File: config.mk
export PLATFORM = sky130hd
export DESIGN_NAME = sreg_tx_sequencer
export DESIGN_NICKNAME = d
export VERILOG_FILES = /design/src/rtl/sreg_tx_pkg.sv /design/src/rtl/sreg_tx_sequencer.sv
export SDC_FILE = /design/constraint.sdc
export NUM_CORES = 1
export LEC_CHECK = 0
export ABC_AREA = 1
export BUFFER_PORTS_ARGS = -buffer_cell sky130_fd_sc_hd__buf_2
export CAP_MARGIN = 0
export CORE_UTILIZATION = 42
export DETAILED_ROUTE_END_ITERATION = 16
export PLACE_DENSITY = 0.76
export SYNTH_ARGS = -nofsm -noshare
export SYNTH_HDL_FRONTEND = slang
export SYNTH_SLANG_ARGS = --single-unit
File: constraint.sdc
create_clock -name clk -period 1.69 [get_ports clk]
set_input_delay 0.0845 -clock clk [delete_from_list [all_inputs] [get_ports clk]]
set_output_delay 0.0845 -clock clk [all_outputs]
set_load 0.02 [all_outputs]
File: src/rtl/sreg_tx_pkg.sv
// Shared definitions for the shift-register transmit sequencer:
// register mode encodings, sequencer states and the length-field width helper.
package sreg_tx_pkg;

    localparam logic [1:0] MODE_LOAD = 2'b00;
    localparam logic [1:0] MODE_SHL  = 2'b01;
    localparam logic [1:0] MODE_SHR  = 2'b10;

    typedef enum logic {
        IDLE,
        SHIFT
    } tx_state_t;

    // Width of a field able to hold the values 0..n.
    function automatic int len_width(input int n);
        return $clog2(n + 1);
    endfunction

endpackage

File: src/rtl/sreg_tx_sequencer.sv
// Frame-transmit sequencer: loads parallel words into an external bidirectional
// shift register and steers it so the word leaves serially, MSB- or LSB-first.
module sreg_tx_sequencer
    import sreg_tx_pkg::*;
#(
    parameter int   N    = 8,
    parameter logic FILL = 1'b1
) (
    input  logic                   clk,
    input  logic                   clr,
    input  logic                   tx_valid,
    output logic                   tx_ready,
    input  logic [N-1:0]           tx_data,
    input  logic                   tx_dir,
    input  logic [len_width(N)-1:0] tx_len,
    output logic [1:0]             M,
    output logic [N-1:0]           p_load,
    output logic                   Din_R,
    output logic                   Din_L,
    input  logic                   sr_dout_r,
    input  logic                   sr_dout_l,
    output logic                   ser_out,
    output logic                   ser_valid,
    output logic                   sof,
    output logic                   eof
);

    localparam int LW = len_width(N);

    tx_state_t       state, state_nxt;
    logic [LW-1:0]   cnt, cnt_nxt;
    logic            dir, dir_nxt;
    logic            first, first_nxt;
    logic            accept;

    always_ff @(posedge clk or posedge clr) begin
        if (clr) begin
            state <= IDLE;
            cnt   <= '0;
            dir   <= 1'b0;
            first <= 1'b0;
        end else begin
            state <= state_nxt;
            cnt   <= cnt_nxt;
            dir   <= dir_nxt;
            first <= first_nxt;
        end
    end

    // The register has no hold mode, so every non-load cycle shifts; FILL is fed
    // into both serial inputs so idle cycles flush the register to the line level.
    always_comb begin
        state_nxt = state;
        cnt_nxt   = cnt;
        dir_nxt   = dir;
        first_nxt = 1'b0;
        tx_ready  = 1'b1;
        M         = MODE_SHR;
        Din_R     = FILL;
        Din_L     = FILL;
        ser_out   = FILL;
        ser_valid = 1'b0;
        sof       = 1'b0;
        eof       = 1'b0;
        accept    = 1'b0;

        case (state)
            IDLE: begin
            end
            SHIFT: begin
                ser_out   = dir ? sr_dout_l : sr_dout_r;
                ser_valid = 1'b1;
                sof       = first;
                if (cnt != '0) begin
                    M        = dir ? MODE_SHL : MODE_SHR;
                    cnt_nxt  = cnt - 1'b1;
                    tx_ready = 1'b0;
                end else begin
                    eof       = 1'b1;
                    state_nxt = IDLE;
                end
            end
            default: state_nxt = IDLE;
        endcase

        // Accepting during the eof cycle chains the next frame with no gap.
        accept = tx_valid && tx_ready;
        if (accept) begin
            M         = MODE_LOAD;
            state_nxt = SHIFT;
            dir_nxt   = tx_dir;
            first_nxt = 1'b1;
            cnt_nxt   = (tx_len == '0) ? LW'(N - 1) : tx_len - 1'b1;
        end

        p_load = (M == MODE_LOAD) ? tx_data : '0;
    end

endmodule

==> impl_metrics.py, run 1 <==
metrics = {
    "status": {
        "outcome": "complete, no violations",
    },
    "clock_network": {
        "clock-sinks": 7,
        "path_clk_slew_ns": 0.05,
        "cts.htree.levels": 1,
        "clock_tree.buffer_depth": 2,
        "cts_buffers": 3,
        "clock_latency_ns": 0.25,
        "cts_tree": "done",
        "clk_root_buffer_cell": "clkbuf_4",
    },
    "sta": {
        "finalCritPeriodShare_pct": 94.03,
        "timing.setup.tns_ns": 0,
        "final-max-slew-violation-count": 0,
        "finalWorstSetupSlack_ns": 0.1010,
        "min_period_ns": 1.589,
        "hold_viol_final": 0,
        "max_freq_mhz": 629.3,
        "rsz0062_at_grt": "false",
        "clock_skew_ns": 0.0005106,
        "setup_viol": 0,
    },
    "synthesis": {
        "yosysSeqAreaShare_pct": 29.29,
        "yosysTopAreaCellShare_pct": 29.29,
        "syn_inst": 93,
        "syn_area_um2": 598.1,
        "ys_seq_elements": 7,
        "synth-compound-area-share_pct": 7.950,
        "synth_top_family_by_area": "simple AND/OR/NAND/NOR gates",
        "synth_top_cell_by_area": "dfrtp_1",
        "synth_simple_gate_area_share_pct": 38.49,
        "synth.distinct_cells": 22,
        "synth_xor_area_share_pct": 0,
        "syn_area_per_cell_um2": 6.431,
        "ys_warn_count": 0,
        "synth_fa_ha_area_share_pct": 4.184,
        "synth.mux.area_fraction_pct": 0,
        "synth_area_leaders": "dfrtp_1 (29%), inv_1 (14%), nand2_1 (13%)",
    },
    "grt": {
        "grt_pass1_vias": 497,
        "grt_usage_pct": 19.83,
        "grt-ovfl-total": 0,
        "antenna_found_initial": 0,
        "grt_start_max_net_pins": 13,
        "grt_pass1_wl_um": 2021,
    },
    "worst_setup_path": {
        "end_kind": "primary output",
        "worstSetupStartpoint": "cnt[0]",
        "reg2regPathDepth": 10,
        "cp_max_fo": 5,
        "regToRegStartpoint": "cnt[0]",
        "cp.arrival_ns": 1.50,
        "start_kind": "flop",
        "required_ns": 1.61,
        "worstSetupPathType": "flop to primary output",
    },
    "power_and_ir_drop": {
        "powerDensity_nw_per_um2": 1679,
        "power.leakage_nw": 0.5313,
        "vdd_drop_max_mv": 0.8376,
    },
    "hold_path": {
        "hp-class": "input port to flop",
        "min_from": "tx_dir",
        "hold_depth": 3,
    },
    "drt": {
        "wl_met2_um": 717,
        "routed.top_layer": "met4",
        "drtAntennaViolNets": 0,
        "routed-wl-met3_um": 88,
        "wl_um": 1346,
        "drt_iter0_markers": 23,
        "wl_met1_um": 510,
        "route.detailed.drc": 0,
        "avgViaCountPerCell": 4.593,
        "wl_per_cell_um": 9.283,
        "dr.pass1.iters": 4,
        "vias": 666,
    },
    "floorplanning": {
        "initial_core_util_pct": 45.39,
        "fp.dieW_um": 39.74,
        "ios": 35,
        "die_h_um": 39.74,
        "num_rows": 13,
        "dieArea_um2": 1579,
        "core_um2": 1318,
    },
    "final_layout": {
        "nFillCells": 135,
        "nets": 151,
        "n_antenna_cell": 0,
        "fin_util_pct": 62.11,
        "syn2layout_area_growth_pct": 36.82,
        "drive_above_1_share_pct": 38.46,
    },
    "flow_run": {
        "max-cap-violations": 0,
    },
    "placement": {
        "gp_congestion": 0.7713,
        "io_buffer_count": 32,
        "post-place-ws_ns": 0.2251,
        "place_hpwl_um": 1085,
    },
}
==> cells by family (layout without fill, tap and decap cells) <==
logic type                 count (synthesis)  in the layout
buffers and inverters                     27             63
DFF                                        7              7
other                                      1              2
adders and majority gates                  2              2
and+or+nand+nor                           50             50
AOI/OAI and AO/OA                          6              6
==> layer usage <==
metal / up-vias / global-route usage, %
met3: 5 / 1.705
met4: 0 / 12.93
met1: 289 / 22.68
met2: 32 / 34.43
li1: 340 / -
met5: - / 0
==> placed cells by master (no fill, tap or decap) <==
cell,n
buf_2,30
inv_1,21
nand2_1,20
nor2_1,17
dfrtp_1,7
buf_4,4
inv_2,3
o21ai_0,3
nand3_1,3
clkbuf_4,3
nand2_2,2
nand2_4,2
conb_1,2
nor2_2,1
or2_1,1
nor2_4,1
o211ai_1,1
a21oi_4,1
nand3_2,1
nor3_1,1
o21ai_2,1
nand3b_1,1
ha_2,1
ha_1,1
clkbuf_1,1
dlygate4sd3_1,1
==> cell usage after synthesis <==
master	instances
nor2_1	17
buf_6	1
or2_1	1
nand3_1	3
nand3_2	1
nand2_4	1
nand2_1	20
nor2_4	1
a21oi_4	1
conb_1	1
inv_2	2
dfrtp_1	7
ha_1	2
nand2_2	3
nand3b_1	1
nor3_1	1
o21ai_0	3
o21ai_2	1
buf_4	2
inv_1	22
nor2_2	1
o211ai_1	1
==> area by class of cell <==
| type | instances | area (um2) | share of cell area, % |
|---|---|---|---|
| flip-flops and latches | 7 | 175.2 | 21.41 |
| inverters | 24 | 90.09 | 11.01 |
| well taps | 15 | 18.77 | 2.294 |
| clock buffers | 4 | 26.28 | 3.211 |
| multi-input cells | 60 | 317.8 | 38.84 |
| repair buffers | 35 | 190.2 | 23.24 |
==> sequential cells by signal, summed over array words and instances, names as in the netlist <==
name,flops
cnt,4
first,1
dir,1
state,1
==> final timing paths <==
path | end | slack (ns)
min in group asynchronous | state | 0.33
worst min register to register | cnt[0] | 0.54
worst max register to register | cnt[2] | 0.18
max in group asynchronous | first | 1.14
worst min-delay path | dir | 0.07
worst max-delay path | M[1] | 0.10
==> timing repair <==
item	in CTS	in global routing
hold endpoints to repair	7	0
hold buffers	1	0
resized for setup	1	4
setup buffers	0	2
endpoints found under the setup margin	9	9
==> critical path, cell delays in order (launching register included) <==
cell     delay [ns]
dfrtp_1        0.36
inv_2          0.06
ha_2           0.19
nand2_2        0.12
nand2_4        0.07
buf_4          0.16
o21ai_2        0.10
inv_1          0.04
buf_2          0.15
==> where the power goes <==
| part | leakage [nW] | internal [W] | switching, W |
|---|---|---|---|
| clock | 0.0150 | 0.0000903 | 0.0000642 |
| combinational | 0.433 | 0.000343 | 0.000553 |
| sequential | 0.0834 | 0.000249 | 0.0000747 |
==> per-stage QoR <==
step	total power [W]	cells	instance area, um2	hold WS, ns
global route	0.001519	145	818.3	0.07947
detailed placement	0.001156	138	754.5	0.02901
finish	0.001374	145	818.3	0.07242
global placement	0.001133	138	754.5	0.01818
floorplan	0.0009484	94	601.8	-0.1121
CTS	0.001325	143	795.8	0.07385
Note: power is estimated with default switching activity, not from simulation.
==> run 2: changes to the inputs <==
--- a/config.mk
+++ b/config.mk
@@ -6,6 +6,7 @@
 export NUM_CORES = 1
 export LEC_CHECK = 0
 export ABC_AREA = 1
+export ABC_CLOCK_PERIOD_IN_PS = 1690
 export BUFFER_PORTS_ARGS = -buffer_cell sky130_fd_sc_hd__buf_2
 export CAP_MARGIN = 0
 export CORE_UTILIZATION = 42
==> constraint.sdc (replaced) <==
create_clock -name clk -period 1.69 [get_ports clk]
set_input_delay 0 -clock clk [delete_from_list [all_inputs] [get_ports clk]]
set_output_delay 0 -clock clk [all_outputs]
set_load 0.02 [all_outputs]
==> run 2 against run 1 <==
Compared with the run above:
- setup slack better by 0.049 ns
- via count down 6.2%
- core utilization shrank 0.095 points
- clock power increased by 5%
- critical path depth decreased by 1
- sequential share of layout area is essentially flat
- largest power group unchanged
- cell area down 0.15%
- sequential power is 3% lower
- worst hold slack worse by 0.042 ns
- flip-flop and latch count unchanged
- count of clock-buffer cells in the layout shrank 1
- routed wire length fell by 8.8%
- highest routed layer unchanged
==> impl_metrics.py, run 2 (synthesized netlist as in run 1, its figures left out) <==
metrics = {
    "power_and_ir_drop": {
        "p_comb_share_pct": 63.8,
        "vdd_drop_max_mv": 0.7079,
        "power_frac_clock_pct": 12.3,
        "p_switching_w": 0.0006707,
        "intPower_w": 0.0006446,
        "power_switching_share_pct": 50.99,
        "power.leakage_nw": 0.5286,
        "pwr-share-seq_pct": 23.9,
        "power.total_w": 0.001315,
        "powerDensity_nw_per_um2": 1610,
    },
    "worst_setup_path": {
        "worst-r2r-setup-slack_ns": 0.35,
        "end_kind": "primary output",
        "worstSetupPathType": "flop to primary output",
        "cp.arrival_ns": 1.54,
        "timing.rr.end": "cnt[3]",
        "cp_max_fo": 12,
        "start_kind": "flop",
        "reg2regPathDepth": 9,
        "regToRegStartpoint": "cnt[0]",
        "required_ns": 1.69,
    },
    "clock_network": {
        "clock_tree.buffer_depth": 2,
        "cts.htree.levels": 1,
        "clk_root_buffer_cell": "clkbuf_4",
        "clock_latency_ns": 0.26,
        "cts_buffers": 3,
        "cts_tree": "done",
        "path_clk_slew_ns": 0.06,
        "clock-sinks": 7,
    },
    "placement": {
        "io_buffer_count": 32,
        "place_area_um2": 754.5,
        "place_hpwl_um": 985.9,
        "gp_congestion": 0.7904,
    },
    "floorplanning": {
        "fp.dieW_um": 39.74,
        "ios": 35,
        "num_rows": 13,
        "initial_core_util_pct": 45.39,
        "dieArea_um2": 1579,
        "die_h_um": 39.74,
        "core_um2": 1318,
    },
    "drt": {
        "drtAntennaViolNets": 0,
        "route.detailed.drc": 0,
        "dr.pass1.iters": 2,
        "wl_um": 1227,
        "avgViaCountPerCell": 4.340,
        "wl_per_cell_um": 8.521,
        "drt_iter0_markers": 2,
        "vias": 625,
    },
    "final_layout": {
        "largest_reg_flops": 4,
        "final_area_um2": 817.0,
        "nets": 150,
        "seq_area_um2": 175.2,
        "nFillCells": 130,
        "final_common_cell": "buf_2",
        "fin_util_pct": 62.01,
        "top_register": "cnt",
        "mostFrequentLayoutCells": "buf_2 (30), inv_1 (22), nand2_1 (20)",
        "n_antenna_cell": 0,
        "syn2layout_area_growth_pct": 36.61,
        "multi_input_area_um2": 320.3,
        "drive_above_1_share_pct": 37.98,
    },
    "grt": {
        "grt_start_max_net_pins": 13,
        "antenna_found_initial": 0,
        "grt_pass1_vias": 476,
        "grt_busiest_layer": "met2",
        "grt-ovfl-total": 0,
        "use_met2_pct": 31.15,
        "grt_pass1_wl_um": 1869,
        "grt_usage_pct": 18.63,
        "use_met3_pct": 3.409,
        "gr-usage-met1_pct": 20.89,
    },
    "flow_run": {
        "max-cap-violations": 0,
    },
    "sta": {
        "timing.setup.tns_ns": 0,
        "rsz0062_at_grt": "false",
        "clock_skew_ns": 0.006914,
        "holdWs_ns": 0.03072,
        "finalCritPeriodShare_pct": 91.13,
        "final-max-slew-violation-count": 0,
        "hold_viol_final": 0,
        "setup_viol": 0,
        "min_period_ns": 1.540,
        "max_freq_mhz": 649.3,
    },
    "hold_path": {
        "min_from": "tx_valid",
        "hp-class": "input port to flop",
        "hold_depth": 3,
        "hold_end": "state",
    },
    "status": {
        "outcome": "complete, no violations",
    },
}
## run 2: what timing repair did
action / in CTS / in global routing
endpoints found under the hold margin: 8 / 0
gates resized for setup: 0 / 5
endpoints found under the setup margin: 0 / 9
hold buffers: 2 / 0
setup buffers: 0 / 0
## run 2: power groups by stage
stage / clock, W / sequential [W] / combinational, W
after global placement: 0 / 0.000315 / 0.000817
final: 0.000162 / 0.000314 / 0.000840
after floorplan: 0 / 0.000315 / 0.000633
after detailed placement: 0 / 0.000317 / 0.000827
after CTS: 0.000165 / 0.000315 / 0.000835
after global routing: 0.000179 / 0.000325 / 0.000967
## run 2: stage by stage
step / cells / setup WS (ns)
after global placement: 138 / 0.3261
after global routing: 144 / 0.001435
after detailed placement: 138 / 0.2743
after floorplan: 94 / 0.3226
after CTS: 144 / 0.07312
final: 144 / 0.1499
## run 2: worst max-delay path by stage
stage            from        end  cells after the start  slack (ns)
6_report       cnt[0]  p_load[1]                      7        0.15
5_1_grt        cnt[0]  p_load[2]                      7       0.001
4_1_cts        cnt[0]       M[1]                      8        0.07
3_5_place_dp   cnt[0]     cnt[3]                      9        0.27
3_3_place_gp   cnt[0]     cnt[3]                      9        0.33
2_1_floorplan  cnt[0]  p_load[0]                      7        0.32
## run 2: cell type report
cell class | count | share of cell area, %
multi-input combinational | 60 | 39.20
timing repair buffer | 34 | 22.66
sequential | 7 | 21.44
inverter | 24 | 11.03
clock buffer | 3 | 2.757
tap | 15 | 2.297
clock inverter | 1 | 0.6126
## run 2: per-layer routing
layer,routed length (um),part of all wire [%]
met5,0,0
met4,38,3.1
met2,596,49
met3,63,5.1
met1,529,43
## run 2: critical path: stages (launching register included)
cell	delay, ns
dfrtp_1	0.37
inv_1	0.11
ha_2	0.19
nand2_2	0.10
nand2_4	0.12
nand2_4	0.11
nor2_1	0.10
buf_2	0.17
==> run 3: changes to the inputs <==
--- a/config.mk
+++ b/config.mk
@@ -12,6 +12,7 @@
 export CORE_UTILIZATION = 42
 export DETAILED_ROUTE_END_ITERATION = 16
 export PLACE_DENSITY = 0.76
+export SETUP_SLACK_MARGIN = 0.2
 export SYNTH_ARGS = -nofsm -noshare
 export SYNTH_HDL_FRONTEND = slang
 export SYNTH_SLANG_ARGS = --single-unit
==> run 3 against run 2 <==
Compared with the run above:
- setup slack improved by 0.11 ns
- sequential power up 4%
- first-iteration DRC count increased by 100%
- critical endpoint is now M[0]
==> impl_metrics.py, run 3 (synthesized netlist as in run 1, its figures left out) <==
metrics = {
    "status": {
        "outcome": "complete, no violations",
    },
    "grt": {
        "grt-ovfl-total": 0,
        "grt_pass1_wl_um": 1959,
        "antenna_found_initial": 0,
        "grt_usage_pct": 19.58,
        "grt_start_max_net_pins": 13,
        "grt_pass1_vias": 505,
    },
    "final_layout": {
        "drive_above_1_share_pct": 42.22,
        "top_register": "cnt",
        "largest_reg_flops": 4,
        "mostFrequentLayoutCells": "buf_2 (26), nand2_1 (20), inv_1 (20)",
        "n_antenna_cell": 0,
        "final_common_cell": "buf_2",
        "syn2layout_area_growth_pct": 52.51,
        "nets": 156,
    },
    "drt": {
        "drt_iter0_markers": 4,
        "dr.pass1.iters": 4,
        "drtAntennaViolNets": 0,
        "vias": 673,
        "wl_per_cell_um": 9.960,
        "wl_um": 1494,
        "route.detailed.drc": 0,
        "avgViaCountPerCell": 4.487,
    },
    "hold_path": {
        "min_from": "tx_valid",
        "hp-class": "input port to flop",
    },
    "flow_run": {
        "max-cap-violations": 0,
    },
    "power_and_ir_drop": {
        "power.leakage_nw": 0.5661,
        "p_comb_share_pct": 69.0,
        "vdd_drop_max_mv": 0.8077,
        "power_frac_clock_pct": 10.4,
        "powerDensity_nw_per_um2": 1730,
        "intPower_w": 0.0007959,
        "p_switching_w": 0.0007822,
        "pwr-share-seq_pct": 20.6,
        "power_switching_share_pct": 49.56,
    },
    "sta": {
        "max_freq_mhz": 699.6,
        "timing.setup.tns_ns": 0,
        "setup_viol": 0,
        "hold_viol_final": 0,
        "final-max-slew-violation-count": 0,
        "clock_skew_ns": 0.007792,
        "finalWorstSetupSlack_ns": 0.2606,
        "min_period_ns": 1.429,
        "finalCritPeriodShare_pct": 84.58,
        "rsz0062_at_grt": "false",
    },
    "floorplanning": {
        "dieArea_um2": 1579,
        "fp.dieW_um": 39.74,
        "ios": 35,
        "die_h_um": 39.74,
        "core_um2": 1318,
        "num_rows": 13,
        "initial_core_util_pct": 45.39,
    },
    "placement": {
        "place_hpwl_um": 985.9,
        "post-place-ws_ns": 0.2743,
        "gp_congestion": 0.7904,
        "io_buffer_count": 32,
    },
    "worst_setup_path": {
        "required_ns": 1.69,
        "worstSetupStartpoint": "cnt[1]",
        "endpoint": "M[0]",
        "cp.arrival_ns": 1.43,
        "timing.rr.end": "cnt[3]",
        "reg2regPathDepth": 10,
        "worst-r2r-setup-slack_ns": 0.31,
        "regToRegStartpoint": "cnt[0]",
        "end_kind": "primary output",
        "start_kind": "flop",
        "worstSetupPathType": "flop to primary output",
        "cp_max_fo": 5,
    },
    "clock_network": {
        "cts_buffers": 3,
        "cts_tree": "done",
        "clock_tree.buffer_depth": 2,
        "cts.htree.levels": 1,
        "clk_root_buffer_cell": "clkbuf_4",
        "path_clk_slew_ns": 0.06,
        "clock-sinks": 7,
        "clock_latency_ns": 0.27,
    },
}
==> run 3: cell count changes in the layout (fill, tap and decap cells not counted), sizes merged <==
cell   change
nand2      +1
buf        +5
==> run 3: how the worst min path moves through the flow <==
stage | to | slack [ns] | cells past startpoint
2_1_floorplan | cnt[0] | -0.20 | 1
3_3_place_gp | first | -0.06 | 2
3_5_place_dp | first | -0.05 | 2
4_1_cts | state | 0.07 | 3
5_1_grt | state | 0.12 | 3
6_report | state | 0.09 | 3
==> run 3: final cells by class <==
type | instances | area, um2
Clock buffer | 3 | 22.52
Clock inverter | 1 | 5.005
Fill cell | 107 | 405.4
Inverter | 24 | 90.09
Multi-Input combinational cell | 61 | 364.1
Sequential cell | 7 | 175.2
Tap cell | 15 | 18.77
Timing Repair Buffer | 39 | 236.5
==> run 3: stage by stage <==
step	total power (W)	area [um2]	std cells	util, %	hold slack [ns]
after global routing	0.001723	912.1	150	69.23	0.1196
after floorplan	0.0009484	601.8	94	-	-0.1966
after global placement	0.001132	754.5	138	57.27	-0.05744
after detailed placement	0.001144	754.5	138	57.27	-0.04922
final	0.001578	912.1	150	69.23	0.09222
after CTS	0.001393	838.3	146	63.63	0.06767
==> run 3: worst max-delay path: stages, from the launching register on <==
cell	delay, ns
dfrtp_1	0.38
inv_2	0.06
ha_4	0.17
nand2_4	0.10
nand2_8	0.09
buf_4	0.15
nor2_1	0.06
buf_2	0.16
==> run 3: routing by layer <==
layer  routed length, um  share of wire [%]  global-route usage (%)
met1                 617                 41                   20.89
met2                 773                 52                   34.43
met3                  72                4.8                   3.409
met4                  30                2.0                   12.93
met5                   0                  0                       0
==> run 3: power groups by stage <==
stage	Sequential (W)	Clock [W]	Combinational (W)
2_1_floorplan	0.000315	0	0.000633
3_3_place_gp	0.000315	0	0.000817
3_5_place_dp	0.000317	0	0.000827
4_1_cts	0.000317	0.000165	0.000911
5_1_grt	0.000336	0.000179	0.00121
6_report	0.000326	0.000164	0.00109
==> run 3: timing repair <==
item / CTS / global route
setup buffers: 2 / 3
endpoints found under the hold margin: 8 / 0
resized for setup: 6 / 10
pin swaps: 0 / 4
endpoints found under the setup margin: 9 / 14
cloned: 0 / 1
hold buffers: 2 / 0
